$ cat config.mk
export PLATFORM = sky130hd
export DESIGN_NAME = pipe_datapath_flat
export DESIGN_NICKNAME = d
export VERILOG_FILES = /design/src/rtl/pipe_datapath_if.sv /design/src/rtl/pipe_datapath.sv /design/src/flat_wrapper.sv
export SDC_FILE = /design/constraint.sdc
export NUM_CORES = 1
export LEC_CHECK = 0
export BUFFER_PORTS_ARGS = -buffer_cell sky130_fd_sc_hd__clkbuf_2
export CAP_MARGIN = 20
export CORE_MARGIN = 1
export CORE_UTILIZATION = 35
export DETAILED_ROUTE_END_ITERATION = 10
export HOLD_SLACK_MARGIN = 0.05
export PLACE_DENSITY_LB_ADDON = 0.2
export SYNTH_ARGS = -nofsm -noshare
export SYNTH_HDL_FRONTEND = slang
export SYNTH_SLANG_ARGS = --single-unit
$ cat constraint.sdc
create_clock -name clk -period 26.2 [get_ports clk]
set_input_delay 5.24 -clock clk [delete_from_list [all_inputs] [get_ports clk]]
set_output_delay 5.24 -clock clk [all_outputs]
set_load 0.05 [all_outputs]
$ cat src/rtl/pipe_datapath_if.sv
// Instruction/result bundle for pipe_datapath: EX-stage instruction fields in,
// WB-stage result, operands, flags and valid out.
interface pipe_datapath_if #(
  parameter int unsigned DW = 16,
  parameter int unsigned AW = 4
);
  logic          in_valid;
  logic [AW-1:0] DA;
  logic [AW-1:0] AA;
  logic [AW-1:0] BA;
  logic [3:0]    FS;
  logic          MB;
  logic [DW-1:0] imm;
  logic [1:0]    resultSource;
  logic          RW;
  logic [DW-1:0] MemIn;
  logic [DW-1:0] PC;
  logic [DW-1:0] MemAddr;
  logic [DW-1:0] Dout;
  logic [DW-1:0] Result;
  logic          out_valid;
  logic [3:0]    flags;

  modport master (
    output in_valid, DA, AA, BA, FS, MB, imm, resultSource, RW, MemIn, PC,
    input  MemAddr, Dout, Result, out_valid, flags
  );

  modport slave (
    input  in_valid, DA, AA, BA, FS, MB, imm, resultSource, RW, MemIn, PC,
    output MemAddr, Dout, Result, out_valid, flags
  );
endinterface

$ cat src/rtl/pipe_datapath.sv
// Two-stage (EX/WB) register-file datapath with ALU and {Z,N,C,V} flags.
// Optional WB->EX operand bypass enabled by defining DP_FORWARD_EN.
module pipe_datapath #(
  parameter int unsigned DW = 16,
  parameter int unsigned AW = 4
) (
  input  logic           clk,
  input  logic           reset,
  pipe_datapath_if.slave bus
);
  localparam int unsigned NREG = 2 ** AW;

  logic [DW-1:0] rf_q [NREG];

  logic          wb_valid_q;
  logic [DW-1:0] wb_alu_q;
  logic [DW-1:0] wb_pc_q;
  logic [AW-1:0] wb_da_q;
  logic          wb_rw_q;
  logic [1:0]    wb_rs_q;
  logic [DW-1:0] mem_addr_q;
  logic [DW-1:0] dout_q;
  logic [3:0]    flags_q;

  logic          wb_we;
  logic [DW-1:0] result_c;
  logic [DW-1:0] rd_a;
  logic [DW-1:0] rd_b;
  logic [DW-1:0] op_a;
  logic [DW-1:0] op_b_reg;
  logic [DW-1:0] op_b;
  logic [DW-1:0] alu_res;
  logic [DW:0]   sum;
  logic          alu_c;
  logic          alu_v;

  assign wb_we = wb_valid_q && wb_rw_q && (wb_da_q != '0);

  // Writeback mux; MemIn is taken live during the WB cycle
  always_comb begin
    result_c = wb_alu_q;
    case (wb_rs_q)
      2'd1:    result_c = bus.MemIn;
      2'd2:    result_c = wb_pc_q;
      default: result_c = wb_alu_q;
    endcase
  end

  assign rd_a = (bus.AA == '0) ? '0 : rf_q[bus.AA];
  assign rd_b = (bus.BA == '0) ? '0 : rf_q[bus.BA];

`ifdef DP_FORWARD_EN
  assign op_a     = (wb_we && (bus.AA == wb_da_q)) ? result_c : rd_a;
  assign op_b_reg = (wb_we && (bus.BA == wb_da_q)) ? result_c : rd_b;
`else
  assign op_a     = rd_a;
  assign op_b_reg = rd_b;
`endif

  assign op_b = bus.MB ? bus.imm : op_b_reg;

  always_comb begin
    alu_res = '0;
    alu_c   = 1'b0;
    alu_v   = 1'b0;
    sum     = '0;
    case (bus.FS)
      4'd0: begin
        sum     = {1'b0, op_a} + {1'b0, op_b};
        alu_res = sum[DW-1:0];
        alu_c   = sum[DW];
        alu_v   = (op_a[DW-1] == op_b[DW-1]) && (alu_res[DW-1] != op_a[DW-1]);
      end
      4'd1: begin
        sum     = {1'b0, op_a} + {1'b0, ~op_b} + (DW+1)'(1);
        alu_res = sum[DW-1:0];
        alu_c   = sum[DW];
        alu_v   = (op_a[DW-1] != op_b[DW-1]) && (alu_res[DW-1] != op_a[DW-1]);
      end
      4'd2: alu_res = op_a & op_b;
      4'd3: alu_res = op_a | op_b;
      4'd4: alu_res = op_a ^ op_b;
      4'd5: alu_res = ~op_a;
      4'd6: begin
        alu_res = op_a << 1;
        alu_c   = op_a[DW-1];
      end
      4'd7: begin
        alu_res = op_a >> 1;
        alu_c   = op_a[0];
      end
      4'd8: alu_res = op_b;
      4'd9: begin
        sum     = {1'b0, op_a} + (DW+1)'(1);
        alu_res = sum[DW-1:0];
        alu_c   = sum[DW];
        alu_v   = !op_a[DW-1] && alu_res[DW-1];
      end
      default: alu_res = '0;
    endcase
  end

  // Register file; entry 0 is never written and reads back as zero
  always_ff @(posedge clk or posedge reset) begin
    if (reset) begin
      for (int unsigned i = 0; i < NREG; i++) rf_q[i] <= '0;
    end else if (wb_we) begin
      rf_q[wb_da_q] <= result_c;
    end
  end

  // WB stage; payload and flags only move on valid issue
  always_ff @(posedge clk or posedge reset) begin
    if (reset) begin
      wb_valid_q <= 1'b0;
      wb_alu_q   <= '0;
      wb_pc_q    <= '0;
      wb_da_q    <= '0;
      wb_rw_q    <= 1'b0;
      wb_rs_q    <= '0;
      mem_addr_q <= '0;
      dout_q     <= '0;
      flags_q    <= '0;
    end else begin
      wb_valid_q <= bus.in_valid;
      if (bus.in_valid) begin
        wb_alu_q   <= alu_res;
        wb_pc_q    <= bus.PC;
        wb_da_q    <= bus.DA;
        wb_rw_q    <= bus.RW;
        wb_rs_q    <= bus.resultSource;
        mem_addr_q <= op_a;
        dout_q     <= op_b;
        flags_q    <= {(alu_res == '0), alu_res[DW-1], alu_c, alu_v};
      end
    end
  end

  assign bus.Result    = result_c;
  assign bus.MemAddr   = mem_addr_q;
  assign bus.Dout      = dout_q;
  assign bus.out_valid = wb_valid_q;
  assign bus.flags     = flags_q;
endmodule

$ cat src/flat_wrapper.sv
// flat-port wrapper written by rule: the top's interface ports become plain ports
module pipe_datapath_flat 
#(
  parameter int unsigned DW = 16,
  parameter int unsigned AW = 4
)
  (clk, reset, bus_in_valid, bus_DA, bus_AA, bus_BA, bus_FS, bus_MB, bus_imm, bus_resultSource, bus_RW, bus_MemIn, bus_PC, bus_MemAddr, bus_Dout, bus_Result, bus_out_valid, bus_flags);
  pipe_datapath_if #(.DW(DW), .AW(AW)) bus_i ();
  input  logic clk;
  input  logic reset;
  input wire logic [$bits(bus_i.in_valid)-1:0] bus_in_valid;
  input wire logic [$bits(bus_i.DA)-1:0] bus_DA;
  input wire logic [$bits(bus_i.AA)-1:0] bus_AA;
  input wire logic [$bits(bus_i.BA)-1:0] bus_BA;
  input wire logic [$bits(bus_i.FS)-1:0] bus_FS;
  input wire logic [$bits(bus_i.MB)-1:0] bus_MB;
  input wire logic [$bits(bus_i.imm)-1:0] bus_imm;
  input wire logic [$bits(bus_i.resultSource)-1:0] bus_resultSource;
  input wire logic [$bits(bus_i.RW)-1:0] bus_RW;
  input wire logic [$bits(bus_i.MemIn)-1:0] bus_MemIn;
  input wire logic [$bits(bus_i.PC)-1:0] bus_PC;
  output wire logic [$bits(bus_i.MemAddr)-1:0] bus_MemAddr;
  output wire logic [$bits(bus_i.Dout)-1:0] bus_Dout;
  output wire logic [$bits(bus_i.Result)-1:0] bus_Result;
  output wire logic [$bits(bus_i.out_valid)-1:0] bus_out_valid;
  output wire logic [$bits(bus_i.flags)-1:0] bus_flags;
  assign bus_i.in_valid = bus_in_valid;
  assign bus_i.DA = bus_DA;
  assign bus_i.AA = bus_AA;
  assign bus_i.BA = bus_BA;
  assign bus_i.FS = bus_FS;
  assign bus_i.MB = bus_MB;
  assign bus_i.imm = bus_imm;
  assign bus_i.resultSource = bus_resultSource;
  assign bus_i.RW = bus_RW;
  assign bus_i.MemIn = bus_MemIn;
  assign bus_i.PC = bus_PC;
  assign bus_MemAddr = bus_i.MemAddr;
  assign bus_Dout = bus_i.Dout;
  assign bus_Result = bus_i.Result;
  assign bus_out_valid = bus_i.out_valid;
  assign bus_flags = bus_i.flags;
  pipe_datapath #(.DW(DW), .AW(AW)) u_core (.clk(clk), .reset(reset), .bus(bus_i));
endmodule
After elaboration in Yosys (flattened, before gate mapping)
Cells that the tools add are included.
{"block": "totals", "register_bits": 332, "input_bits": 71, "word_cells": 84}
{"block": "op_classes", "n_addsub": 4, "magnitude_cmp": 4, "n_eq_ne": 15, "muxes": 16, "bitwise": 8, "reduce_logical": 12}
{"op": "$bwmux 256", "count": 1}
{"op": "$pmux 16 s10", "count": 1}
{"op": "$bmux 16 s4", "count": 2}
{"op": "$mux 16", "count": 8}
{"op": "$demux 16 s4", "count": 1}
{"op": "$add 16x16->17", "count": 2}
{"op": "$not 16->16", "count": 2}
{"op": "$pmux 16 s2", "count": 1}
{"op": "$add 16x1->17 const B", "count": 1}
{"op": "$add 17x1->17 const B", "count": 1}
{"op": "$and 16x16->16", "count": 1}
{"op": "$eq 4x3->1 const B", "count": 4}
{"op": "$logic_not 16->1", "count": 1}
{"op": "$or 16x16->16", "count": 1}
{"op": "$xor 16x16->16", "count": 1}
{"op": "$ge 5x5->1 const B", "count": 3}
{"op": "$not 4->5", "count": 3}
{"op": "$logic_not 4->1", "count": 3}
{"op": "$eq 4x2->1 const B", "count": 2}
{"op": "$eq 4x4->1 const B", "count": 2}
{"op": "$logic_and 1x1->1", "count": 6}
{"op": "$lt 5x1->1 const B", "count": 1}
{"op": "$pmux 1 s5", "count": 1}
{"op": "$eq 4x1->1 const B", "count": 1}
{"op": "other kinds (7)", "count": 9}

Longest topological paths before layout
{"block": "depth", "word_depth": 12, "ltp_mapped": 22}

Worst setup path after synthesis
Ideal clock, no wire load.
{"block": "synth_path", "path_type": "input -> output", "startpoint": "input bus_MemIn[3]", "endpoint": "output bus_Result[3]", "t_arrival_ps": 5838, "setup_slack_ps": 15122, "stages": 3, "path_buffers": 0, "cell_sequence": "a22oi_1 o21a_1 inv_1"}
{"block": "synth_between", "elab_chain_cells": 1}
{"item": "start: declaration", "line_no": "flat_wrapper.sv:20", "rtl": "input wire logic [$bits(bus_i.MemIn)-1:0] bus_MemIn;"}
{"item": "$pmux 16 s2", "line_no": "pipe_datapath.sv:42", "rtl": "case (wb_rs_q)"}
{"item": "end: declaration", "line_no": "flat_wrapper.sv:24", "rtl": "output wire logic [$bits(bus_i.Result)-1:0] bus_Result;"}
No other way between the ends.

Worst setup path in the final report
{"block": "layout_path", "startpoint": "input bus_MemIn[5]", "endpoint": "output bus_Result[5]"}
The elaborated chain is that of the path after synthesis.

==> results.json <==
{
  "relSlewSlack": 0.327,
  "synth_fp_nets": 2099,
  "ctsLongestPathBuffers": 3,
  "dr_total_vias": 16500,
  "clk_pin_slew_worst_paths_ns": 0.06,
  "async_reset_ff_frac": 1.00,
  "grt_pass1_vias": 16400,
  "synthToLayoutAreaGrowth_pct": 12.3,
  "fmax_mhz": 82.6,
  "dieArea_um2": 58900,
  "ys_types": 91,
  "path_class": "in2out",
  "ys_warn_count": 0,
  "drv_cap": 0,
  "crit_path_max_incr_delay_ns": 0.53,
  "drc": 0,
  "final-seq-area_um2": 8280,
  "ys_seq_elements": 331,
  "viasPerCell": 5.90,
  "vdd_drop_max_uv": 53.6,
  "hp-class": "reg2reg",
  "postCtsSetupBuffers": 0,
  "die_x_um": 243,
  "required_ns": 20.96,
  "root_buffer": "clkbuf_16",
  "ios": 124,
  "clkLatencyLatePin_ns": 0.59,
  "worstMarginPinSlew_ns": 1.01,
  "diodes": 0,
  "period_share": 0.462,
  "cts_tree": "yes",
  "skew_ns": 0.0277,
  "rows": 87,
  "cp-start-kind": "primary input",
  "multi_input_area_um2": 11000,
  "grt_max_degree": 118,
  "worstRegToRegCells": 16,
  "cts.sinks": 331,
  "avgSynthCellArea_um2": 10.3,
  "run_status": "finished clean",
  "ys_seq_area_frac": 0.409,
  "fin_nets": 2132,
  "cp_slowest_cell": "o21a_1",
  "rsz0062_at_grt": "no",
  "drt-initial-drc-count": 1830,
  "io_buffer_count": 123,
  "total_power_uw": 2250,
  "grt_overflow_total": 0,
  "cts.htree.levels": 2,
  "min_path_cells": 0,
  "fp.dieH_um": 243,
  "design_area_um2": 22800,
  "grt_pass1_wl_um": 110000,
  "wire_per_inst_um": 26.2,
  "place_area_um2": 21400,
  "min_period_ns": 12.10,
  "antenna_left": 0,
  "final_layout_size_suffix_gt1_frac": 0.233,
  "critical_path_arrival_ns": 6.86,
  "dp_hpwl_um": 51600,
  "finalWirelength_um": 73100,
  "final_cells": 2789,
  "end_kind": "primary output",
  "initial_core_util": 0.357,
  "drt_pass1_iterations": 6,
  "ys.flop_type": "dfrtp_1",
  "nFillCells": 5664,
  "path_cells": "clkbuf_2 > a22oi_1 > o21a_1 > inv_1 > clkbuf_2",
  "gp_congestion": 0.927,
  "antenna_found_initial": 0,
  "p_leak_uw": 0.0101,
  "hold_buffers": 0,
  "final_hold_viol_count": 0,
  "setup_viol": 0,
  "dp_cells": 2717,
  "cts_resized": 0,
  "synth_area_um2": 20300,
  "fin_util": 0.401,
  "setup-tns-final_ns": 0,
  "crit_fanout": 12,
  "core-area_um2": 56800,
  "powerDensity_nw_per_um2": 98.6,
  "cp_common_cell": "clkbuf_2",
  "synth-edff-count": 0,
  "syn_inst": 1973,
  "grt.total_usage": 0.249,
  "slew_viol_final": 0,
  "numCtsBuffers": 40
}
## cell usage after synthesis (9+ instances only)
library cell	instances	area [um^2]
dfrtp_1	331	8280
nand2_1	261	980
o21ai_0	200	1000
clkbuf_1	133	499
mux4_2	105	2360
mux2_2	102	1150
nor2_1	100	375
mux2i_1	83	831
a21oi_1	80	400
inv_1	68	255
ha_1	53	663
a22oi_1	43	323
nand3_1	34	170
o21a_1	21	158
buf_2	18	90.1
a211oi_1	15	113
a221oi_1	15	131
nor2b_1	15	93.8
xnor2_1	15	131
o22ai_1	14	87.6
nor3_1	13	65.1
a31oi_1	11	68.8
o221ai_1	11	96.3
nand2b_1	10	62.6
o211ai_1	10	75.1
a32oi_1	9	78.8
buf_4	9	67.6
nand4_1	9	56.3
nor3b_1	9	67.6
## per-layer routing
| layer | GRT usage | routed length (um) | vias up |
|---|---|---|---|
| li1 | - | - | 7317 |
| met1 | 0.346 | 32100 | 8352 |
| met2 | 0.390 | 33500 | 667 |
| met3 | 0.0409 | 5000 | 131 |
| met4 | 0.0905 | 2510 | 0 |
| met5 | 0 | 0 | - |
## layout make-up
class,count,area share
clock buffers,60,0.0508
clock inverters,9,0.00577
inverters,73,0.0124
multi-input cells,1394,0.483
flip-flops and latches,331,0.364
well taps,756,0.0415
repair buffers,166,0.0425
## where the power goes
part           leakage, uW  total [uW]  switching (uW)  internal, uW
registers          0.00398         834             145           689
clock network     0.000630         553             227           325
logic              0.00544         859             512           348
## registers in the layout (all words and copies together) (netlist names)
register and cells:
u_core.rf_q 256, u_core.bus.Dout 16, u_core.wb_da_q 4, u_core.bus.out_valid 1, u_core.wb_rw_q 1, u_core.wb_alu_q 15
u_core.bus.MemAddr 16, u_core.wb_pc_q 16, u_core.wb_rs_q 2, u_core.bus.flags 4
## per-stage QoR
step	setup WS, ns	hold slack (ns)
after CTS	14.14	0.377
after global routing	14.07	0.380
after detailed placement	13.85	0.363
final	14.10	0.381
after global placement	13.98	0.362
after floorplan	11.79	0.425
## placed cells by master, fill, tap and decap left out, types with 10 or more instances in the layout
cell / count
nor3_1: 12
nand2_1: 261
nor2_1: 96
mux2_2: 102
a221oi_1: 15
o21a_1: 21
nand3_1: 34
o21ai_0: 200
clkbuf_16: 41
a211oi_1: 15
nor2b_1: 15
o22ai_1: 14
a22oi_1: 43
ha_1: 53
clkbuf_2: 118
clkbuf_1: 13
nand2b_1: 10
xnor2_1: 15
a21oi_1: 80
o211ai_1: 10
o221ai_1: 11
dfrtp_1: 331
mux4_2: 105
inv_1: 67
buf_4: 46
a31oi_1: 11
mux2i_1: 83
## logic make-up after synthesis
logic type / Yosys count / share of synthesized area
adder cells (fa/ha/maj): 55 / 0.0347
flip-flops: 331 / 0.409
XOR/XNOR: 17 / 0.00735
buffers and inverters: 248 / 0.0525
AO/OA/AOI/OAI: 513 / 0.163
multiplexers: 292 / 0.216
AND/OR/NAND/NOR: 517 / 0.118
## final timing paths
check	startpoint	endpoint	slack, ns
worst min register to register	u_core.rf_q[244]	u_core.rf_q[244]	0.38
min in group asynchronous	reset	u_core.rf_q[213]	4.80
worst max register to register	u_core.rf_q[129]	u_core.bus.flags[3]	20.36
worst min-delay path	u_core.rf_q[244]	u_core.rf_q[244]	0.38
worst max-delay path	bus_MemIn[5]	bus_Result[5]	14.10
max in group asynchronous	reset	u_core.wb_pc_q[0]	19.83
## worst max-delay path, delay by kind of cell
family | cells | cell delay (ns)
compound gates | 2 | 1.04
buf+inv | 3 | 0.57
Power figures use the tool's default switching activity.
